--- config.mk ---
export PLATFORM = sky130hd
export DESIGN_NAME = port_bus_master
export DESIGN_NICKNAME = d
export VERILOG_FILES = /design/src/rtl/port_bus_master.sv
export SDC_FILE = /design/constraint.sdc
export NUM_CORES = 1
export LEC_CHECK = 0
export ABC_AREA = 1
export ABC_CLOCK_PERIOD_IN_PS = 3030
export CELL_PAD_IN_SITES_DETAIL_PLACEMENT = 0
export CELL_PAD_IN_SITES_GLOBAL_PLACEMENT = 2
export CORE_MARGIN = 2
export CORE_UTILIZATION = 26
export CTS_CLUSTER_DIAMETER = 80
export DETAILED_ROUTE_END_ITERATION = 12
export PLACE_DENSITY = 0.95
export SLEW_MARGIN = 20
export SYNTH_ARGS = -nofsm -noshare
export SYNTH_HDL_FRONTEND = slang
export SYNTH_SLANG_ARGS = --single-unit
export TNS_END_PERCENT = 1
--- constraint.sdc ---
create_clock -name sysclk -period 3.03 [get_ports sysclk]
set_input_delay 0.303 -clock sysclk [delete_from_list [all_inputs] [get_ports sysclk]]
set_output_delay 0.303 -clock sysclk [all_outputs]
set_load 0.01 [all_outputs]
--- src/rtl/port_bus_master.sv ---
// port_bus_master: KCPSM6-style I/O port bus initiator for host read/write commands plus interrupt service (sensor read, ack pulse, count)
module port_bus_master #(
  parameter int READ_LATENCY = 1,
  parameter logic [7:0] ISR_PORT = 8'h0D,
  parameter bit ISR_ENABLE = 1'b1
) (
  input  logic        sysclk,
  input  logic        sysreset,
  output logic [7:0]  port_id,
  output logic        write_strobe,
  output logic        read_strobe,
  output logic [7:0]  out_port,
  input  logic [7:0]  in_port,
  input  logic        interrupt,
  output logic        interrupt_ack,
  input  logic        cmd_valid,
  output logic        cmd_ready,
  input  logic        cmd_write,
  input  logic [7:0]  cmd_port,
  input  logic [7:0]  cmd_wdata,
  output logic        rsp_valid,
  output logic [7:0]  rsp_rdata,
  output logic [7:0]  isr_sensor,
  output logic [15:0] isr_count,
  output logic        busy
);
  typedef enum logic [2:0] {IDLE, WR, RD_ISSUE, RD_WAIT, ISR_ISSUE, ISR_WAIT, ISR_ACK} state_t;
  state_t state;
  logic [1:0] cnt;
  assign busy = state != IDLE;
  assign cmd_ready = state == IDLE && !(ISR_ENABLE && interrupt) && !sysreset;
  always_ff @(posedge sysclk) begin
    if (sysreset) begin
      state <= IDLE;
      cnt <= '0;
      port_id <= '0;
      out_port <= '0;
      write_strobe <= 1'b0;
      read_strobe <= 1'b0;
      interrupt_ack <= 1'b0;
      rsp_valid <= 1'b0;
      rsp_rdata <= '0;
      isr_sensor <= '0;
      isr_count <= '0;
    end else begin
      write_strobe <= 1'b0;
      read_strobe <= 1'b0;
      interrupt_ack <= 1'b0;
      rsp_valid <= 1'b0;
      case (state)
        IDLE: begin
          if (ISR_ENABLE && interrupt) begin
            state <= ISR_ISSUE;
            port_id <= ISR_PORT;
            read_strobe <= 1'b1;
          end else if (cmd_valid) begin
            state <= cmd_write ? WR : RD_ISSUE;
            port_id <= cmd_port;
            out_port <= cmd_write ? cmd_wdata : out_port;
            write_strobe <= cmd_write;
            read_strobe <= !cmd_write;
          end
        end
        WR: state <= IDLE;
        RD_ISSUE: begin
          state <= RD_WAIT;
          cnt <= 2'(READ_LATENCY - 1);
        end
        RD_WAIT: begin
          cnt <= cnt - 2'd1;
          if (cnt == 2'd0) begin
            state <= IDLE;
            rsp_rdata <= in_port;
            rsp_valid <= 1'b1;
          end
        end
        ISR_ISSUE: begin
          state <= ISR_WAIT;
          cnt <= 2'(READ_LATENCY - 1);
        end
        ISR_WAIT: begin
          cnt <= cnt - 2'd1;
          if (cnt == 2'd0) begin
            state <= ISR_ACK;
            isr_sensor <= in_port;
            interrupt_ack <= 1'b1;
          end
        end
        ISR_ACK: begin
          state <= IDLE;
          isr_count <= isr_count + 16'd1;
        end
        default: state <= IDLE;
      endcase
    end
  end
endmodule

# Yosys cells after proc, flatten, opt, wreduce, memory -nomap -nowiden
# Cells that the tools add are included.
[word_totals] ff_bits=57 out_inout_bits=54
[op_classes] n_addsub=2 eq_ne=8 n_mux=12 n_bitwise=5 n_reduce_logical=21
[ops] op="adder 16 x 1 -> 16 bit (second input constant)" count=1
[ops] op="two-way mux 8 bit" count=2
[ops] op="case mux 3 bit (5 select lines)" count=1
[ops] op="two-way mux 3 bit" count=4
[ops] op="OR reduction 2 bit" count=5
[ops] op="equality test 3 bit (second input constant)" count=3
[ops] op="equality test 3 x 2 -> 1 bit (second input constant)" count=2
[ops] op="AND reduction 2 bit" count=3
[ops] op="inverter 1 bit" count=5
[ops] op="!= test 2 bit (second input constant)" count=2
[ops] op="case mux 2 bit (2 select lines)" count=1
[ops] op="AND reduction 4 bit" count=1
[ops] op="nonzero test 2 bit" count=2
[ops] op="OR reduction 4 bit" count=1
[ops] op="zero test 1 bit" count=3
[ops] op="zero test 3 bit" count=1
[ops] op="two-way mux 1 bit" count=3
[ops] op="!= test 3 bit (second input constant)" count=1
[ops] op="AND reduction 3 bit" count=1
[ops] op="nonzero test 3 bit" count=1
[ops] op="logical AND 1 bit" count=2
[ops] op="zero test 2 bit" count=1
[ops] op="two-way mux 2 bit" count=1
[ops] op="subtractor 2 x 1 -> 2 bit (second input constant)" count=1

# Depth between registers and ports, before layout
# Gate-level depths: netlist (run 1).
[depth] word_depth=4 ltp_mapped=8

# Least setup slack after synthesis (run 1)
# Ideal clock, no wire load.
[synth_timing] path_kind="reg2reg" from="register isr_count[1]" to="register isr_count[12]" setup_time_ns=0.117 arrival_ns=1.177 setup_slack_ns=1.736 stages_incl_launch_ff=7 synth_period_minus_slack_ns=1.294 path_cell_list="dfxtp_1 > ha_1 > nand3_1 > nor2_4 > nand3_2 > o21ai_0 > nor2_1"
[synth_between] elab_chain_len=1
[synth_rtl] item="start: declaration" line_no="24" source="output logic [15:0] isr_count,"
[synth_rtl] item="start signal: assignment" line_no="91" source="isr_count <= isr_count + 16'd1;"
[synth_rtl] item="adder 16 x 1 -> 16 bit" line_no="91"
# No other way between the ends.
# A chain may end at the register's enable or synchronous reset.

# Worst setup path after layout (run 1)
[layout_timing] from="register state[2]" to="output cmd_ready"
[layout_between] elab_chain_len=3
[layout_rtl] item="start: declaration" line_no="28" source="state_t state;"
[layout_rtl] item="start signal: assignment" line_no="57" source="state <= cmd_write ? WR : RD_ISSUE;"
[layout_rtl] item="zero test 3 bit" line_no="31" source="assign cmd_ready = state == IDLE && !(ISR_ENABLE && interrupt) && !sysreset;"
[layout_rtl] item="logical AND 1 bit (2 in a row)" line_no="31"
[layout_rtl] item="end: declaration" line_no="17" source="output logic cmd_ready,"
# No other way between the ends.

==> results.toml, run 1 <==
[floorplan]
die_area_um2 = 10000
fp.dieH_um = 100
fp.coreArea_um2 = 9110
ios = 83
die_x_um = 100
start_util_pct = 26.3
rows = 35

[yosys]
synthCells = 321
synth_top_area_share_pct = 47.6
synthTopCellsByArea = "dfxtp_1 48%, nand2_1 8.0%, nor2_1 7.4%, a21oi_1 6.7%, inv_1 5.6%"
async_flop_share_pct = 0
yosys_register_bits = 57
yosysMostFrequentCell = "dfxtp_1"
synth_edf_count = 0
ys_warn_count = 0
synth_flop_cell = "dfxtp_1"
ys_seq_area_share_pct = 47.6
synth_area_um2 = 2400
synth_cell_types = 28
syn_avg_cell_area_um2 = 7.47
syn_nets = 352
post-synth-top-area-cell = "dfxtp_1"
synthTopCellsByCount = "57 x dfxtp_1, 51 x nand2_1, 47 x nor2_1"

[timing]
worstMarginPinSlew_ps = 883
slew_headroom_pct = 41.1
clock-skew-final_ps = 11.6
setup_viol_count_final = 0
finalWorstPathRequiredPeriod_ps = 2060
timing.setup.tns_ps = 0
rsz0062_at_grt = "no"
finalCritPeriodShare_pct = 67.9
hold_viol_final = 0
maxSlewViolCount = 0
fmax_ghz = 0.486

[final_layout]
drive_above_1_share_pct = 9.73
fin_nets = 437
n_antenna_cell = 0
seqCellArea_um2 = 1140
multi_input_area_um2 = 1060
fillerInstances = 941
syn2layout_area_growth_pct = 47.0
design_area_um2 = 3520

[clocking]
htree_levels = 3
clk_latency_ps = 330
clk_pin_slew_worst_paths_ps = 60
max-clock-path-buffers = 2
cts_root_buffer = "clkbuf_8"
cts_buffers = 9
cts_resized = 0
postCtsHoldBufs = 0
cts_tree = "yes"
numClockSinks = 57
post-cts-setup-buffers = 0

[worst_setup_path]
crit_chain = "nor2_1, nand2_2, nor3_1, clkdlybuf4s50_1"
crit_slowest_cell = "clkdlybuf4s50_1"
cp_max_fo = 6
worstSetupPathType = "flop to primary output"
crit_buf_inv = 1
cp_data_required_time_ps = 2730
end_kind = "primary output"
critPathMaxStageDelay_ps = 560
critPathTopFamily = "buffers and inverters"
crit_cells = 4
reg2reg_depth = 5
start_kind = "flop"
worstPathArrival_ps = 1750

[flow_run]
maxCapViolCount = 0

[run_status]
status = "finished clean"

[routing]
drt_iter0_markers = 85
antenna_left = 0
drc = 0
drtPass1Iterations = 4
viasPerCell = 4.37
vias = 2281
totalWireLength_mm = 6.34
wire_per_inst_um = 12.1

[placement]
hpwlAfterDp_mm = 4.69
dpl-instance-area_um2 = 3330
routabilityCongestion = 0.794
io_buffers = 82

[min_path]
hold_path_depth = 2
hp-class = "flop to flop"

[global_route]
gr-usage-all-layers_pct = 13.1
met1_usage_pct = 17.9
grt_max_degree = 31
antenna_found_initial = 0
top_usage_layer = "met2"
grt_use_met3_pct = 2.30
met2_usage_pct = 20.0
grt-ovfl-total = 0
grt_pass1_wl_mm = 10.3
grt_pass1_vias = 2118

[power]
power.density_nw_per_um2 = 506
p_leak_nw = 1.28
ir_worst_vdd_v = 0.000238
[layout by cell type, fill, tap and decap left out, types with 2 or more instances in the layout]
master,synthesis,layout
nand4_1,4,4
a21oi_2,2,2
o21bai_1,2,2
ha_1,2,2
nor2_2,3,3
clkinvlp_4,0,2
o21a_1,2,2
inv_1,36,36
nor2_4,3,3
dfxtp_1,57,57
nand3_1,17,17
nand3_2,2,2
nand3_4,2,2
clkdlybuf4s50_1,0,82
nand2_1,51,51
clkinv_2,0,2
nand2_2,5,5
clkbuf_8,0,10
nor2_1,47,47
nor3_1,6,6
a21oi_1,32,32
inv_2,6,6
o21ai_0,27,27
[power breakdown]
group          switching, mW  internal (mW)
Clock                  0.303          0.399
Sequential            0.0255          0.785
Combinational          0.143          0.129
[area by class of cell]
type,instances,share of cell area (%)
flip-flops and latches,57,32.4
multi-input cells,213,30.1
repair buffers,83,23.5
inverters,42,4.47
clock buffers,11,4.01
well taps,111,3.94
clock inverters,5,1.56
[per-layer routing]
layer	vias up	routed length [um]
met2	57	2830
met5	-	0
li1	1204	-
met3	12	256
met4	0	134
met1	1008	3110
[per-stage QoR]
stage               power (mW)  worst slack, ps  hold slack, ps  instances  utilization, %
global route              1.88              879             469        522            38.7
detailed placement        1.10              930             435        506            36.5
floorplan                0.963             1740             442        321               -
global placement          1.10              981             433        506            36.5
finish                    1.78              973             443        522            38.7
CTS                       1.81              944             446        522            38.7
[path summary, 6_finish.rpt]
path	start	endpoint	slack, ps
hold / removal	isr_sensor[3]	isr_sensor[3]	440
setup reg to reg	cnt[0]	isr_sensor[5]	1500
setup / recovery	state[2]	cmd_ready	970
hold reg to reg	isr_sensor[3]	isr_sensor[3]	440
[kinds of logic (layout without fill, tap and decap cells)]
kind of cell | Yosys count | in the layout | share of synthesized area (%)
simple gates | 144 | 144 | 28.4
compound gates | 66 | 66 | 14.5
flops | 57 | 57 | 47.6
buf+inv | 51 | 141 | 8.09
fa+ha+maj | 2 | 2 | 1.04
xor+xnor | 1 | 1 | 0.365
[tightest hold or removal path, cell delays in order, from the launching register on]
cell and delay, ps:
dfxtp_1 310, inv_1 40, a21oi_1 50
[sequential cells by signal, summed over array words and instances, names as in the netlist]
name	count
cnt	2
interrupt_ack	1
isr_count	16
isr_sensor	8
out_port	8
port_id	8
read_strobe	1
rsp_rdata	8
rsp_valid	1
state	3
write_strobe	1
Power figures use the tool's default switching activity.
==> run 2: changes to the inputs <==
ABC_CLOCK_PERIOD_IN_PS = 2120   (was 3030)
CORE_UTILIZATION = 24   (was 26)
PLACE_DENSITY = 0.89   (was 0.95)
clock period = 2.12 ns   (was 3.03 ns; I/O delays follow)
==> run 2 against run 1 <==
Register-to-register slack got worse by 800 ps. Largest cell class unchanged. Via count increased by 0.79%. Die area up 8.0%. Highest routed layer unchanged. Largest power group is now the clock network. Critical path depth unchanged. Utilization fell by 1.5 points. Sequential share of layout area shrank 0.87 points. Combinational power grew 46%. Clock power rose by 71%.
==> results.toml, run 2 (synthesis gave the netlist of run 1 again) <==
[final_layout]
final_common_cell = "clkdlybuf4s50_1"
top_register = "isr_count"
drive_above_1_share_pct = 10.9
n_antenna_cell = 0
final_core_util_pct = 37.2
largest_reg_flops = 16
fin_nets = 440
design_area_um2 = 3620
syn2layout_area_growth_pct = 51.1
stdcell_count = 547
layout_common_cells = "82 x clkdlybuf4s50_1, 57 x dfxtp_1, 51 x nand2_1"

[routing]
drtPass1Iterations = 4
viasPerCell = 4.20
drt_iter0_markers = 90
antenna_left = 0
vias = 2299
drc = 0
wire_per_inst_um = 12.1
totalWireLength_mm = 6.62

[power]
ir_worst_vdd_v = 0.000272
power.density_nw_per_um2 = 761
p_leak_nw = 1.32
total_power_mw = 2.76

[clocking]
postCtsHoldBufs = 0
cts_root_buffer = "clkbuf_8"
cts_buffers = 9
clk_latency_ps = 340
numClockSinks = 57
htree_levels = 3
cts_tree = "yes"
max-clock-path-buffers = 2
clk_pin_slew_worst_paths_ps = 70

[floorplan]
die_area_um2 = 10800
fp.dieH_um = 104
die_x_um = 104
rows = 36
start_util_pct = 24.6
fp.coreArea_um2 = 9730
ios = 83

[min_path]
hp-class = "input pin to flop"
hold_path_depth = 3

[worst_setup_path]
critPathTopFamily = "buffers and inverters"
cp_max_fo = 6
worstSetupPathType = "flop to primary output"
crit_slowest_cell = "clkdlybuf4s50_1"
r2r-end = "isr_sensor[1]"
end_kind = "primary output"
cp_data_required_time_ps = 1910
crit_chain = "nor2_1, nand2_2, nor3_2, clkdlybuf4s50_1"
startpoint = "state[2]"
worstPathArrival_ps = 1780
reg2reg_slack_ps = 700
crit_cells = 4
start_kind = "flop"
critPathMaxStageDelay_ps = 580
reg2reg_depth = 5
cp-endpoint = "cmd_ready"
regToRegStartpoint = "state[2]"
crit_buf_inv = 1

[global_route]
grt_pass1_vias = 2250
grt_pass1_wl_mm = 11.0
antenna_found_initial = 0
grt_max_degree = 31
grt-ovfl-total = 0
gr-usage-all-layers_pct = 12.9

[timing]
worstMarginPinSlew_ps = 332
rsz0062_at_grt = "no"
slew_headroom_pct = 77.9
finalWorstPathRequiredPeriod_ps = 2000
timing.final.ws_setup_ps = 124
holdWs_ps = 440
hold_viol_final = 0
setup_viol_count_final = 0
maxSlewViolCount = 0
finalCritPeriodShare_pct = 94.2
clock-skew-final_ps = 7.43
timing.setup.tns_ps = 0
fmax_ghz = 0.501

[run_status]
status = "finished clean"

[placement]
hpwlAfterDp_mm = 5.00
dp.cells = 531
place_ws_ps = 334
io_buffers = 82
dpl-instance-area_um2 = 3380
routabilityCongestion = 0.760

[flow_run]
maxCapViolCount = 0
==> run 2: changes by cell type in the layout (fill, tap and decap cells not counted), sizes merged <==
cell and delta:
buf +3, clkinvlp -2, bufinv +1, clkbuf +1
==> run 2: per-layer routing <==
metal	vias up	wire, um	track usage [%]
met4	0	138	6.18
met1	1022	3260	17.2
met2	55	2890	19.0
met3	12	329	3.70
met5	-	0	0
li1	1210	-	-
==> run 2: layout make-up <==
class / count / area (um^2)
Clock buffer: 12 / 165
Clock inverter: 4 / 73.8
Fill cell: 1045 / 6110
Inverter: 42 / 158
Multi-Input combinational cell: 213 / 1070
Sequential cell: 57 / 1140
Tap cell: 133 / 166
Timing Repair Buffer: 86 / 851
==> run 2: worst min-delay path by stage <==
stage / startpoint / end
floorplan: cmd_port[0] / port_id[0]
global placement: isr_sensor[4] / isr_sensor[4]
detailed placement: isr_sensor[4] / isr_sensor[4]
CTS: cmd_port[1] / port_id[1]
global route: cmd_port[1] / port_id[1]
finish: cmd_port[1] / port_id[1]
==> run 2: tightest hold or removal path, cell delays in order <==
cell and delay [ps]:
clkdlybuf4s50_1 400, nand2_1 70, a21oi_1 50
==> run 2: repair_timing <==
item / CTS / global route
endpoints found under the setup margin: 1 / 0
gates resized for setup: 1 / 0
buffers inserted: 0 / 0
==> run 2: power breakdown <==
group / switching (mW) / total [mW] / leakage, nW / internal, mW
Clock: 0.443 / 1.20 / 0.123 / 0.758
Combinational: 0.208 / 0.396 / 0.737 / 0.189
Sequential: 0.0392 / 1.16 / 0.462 / 1.12
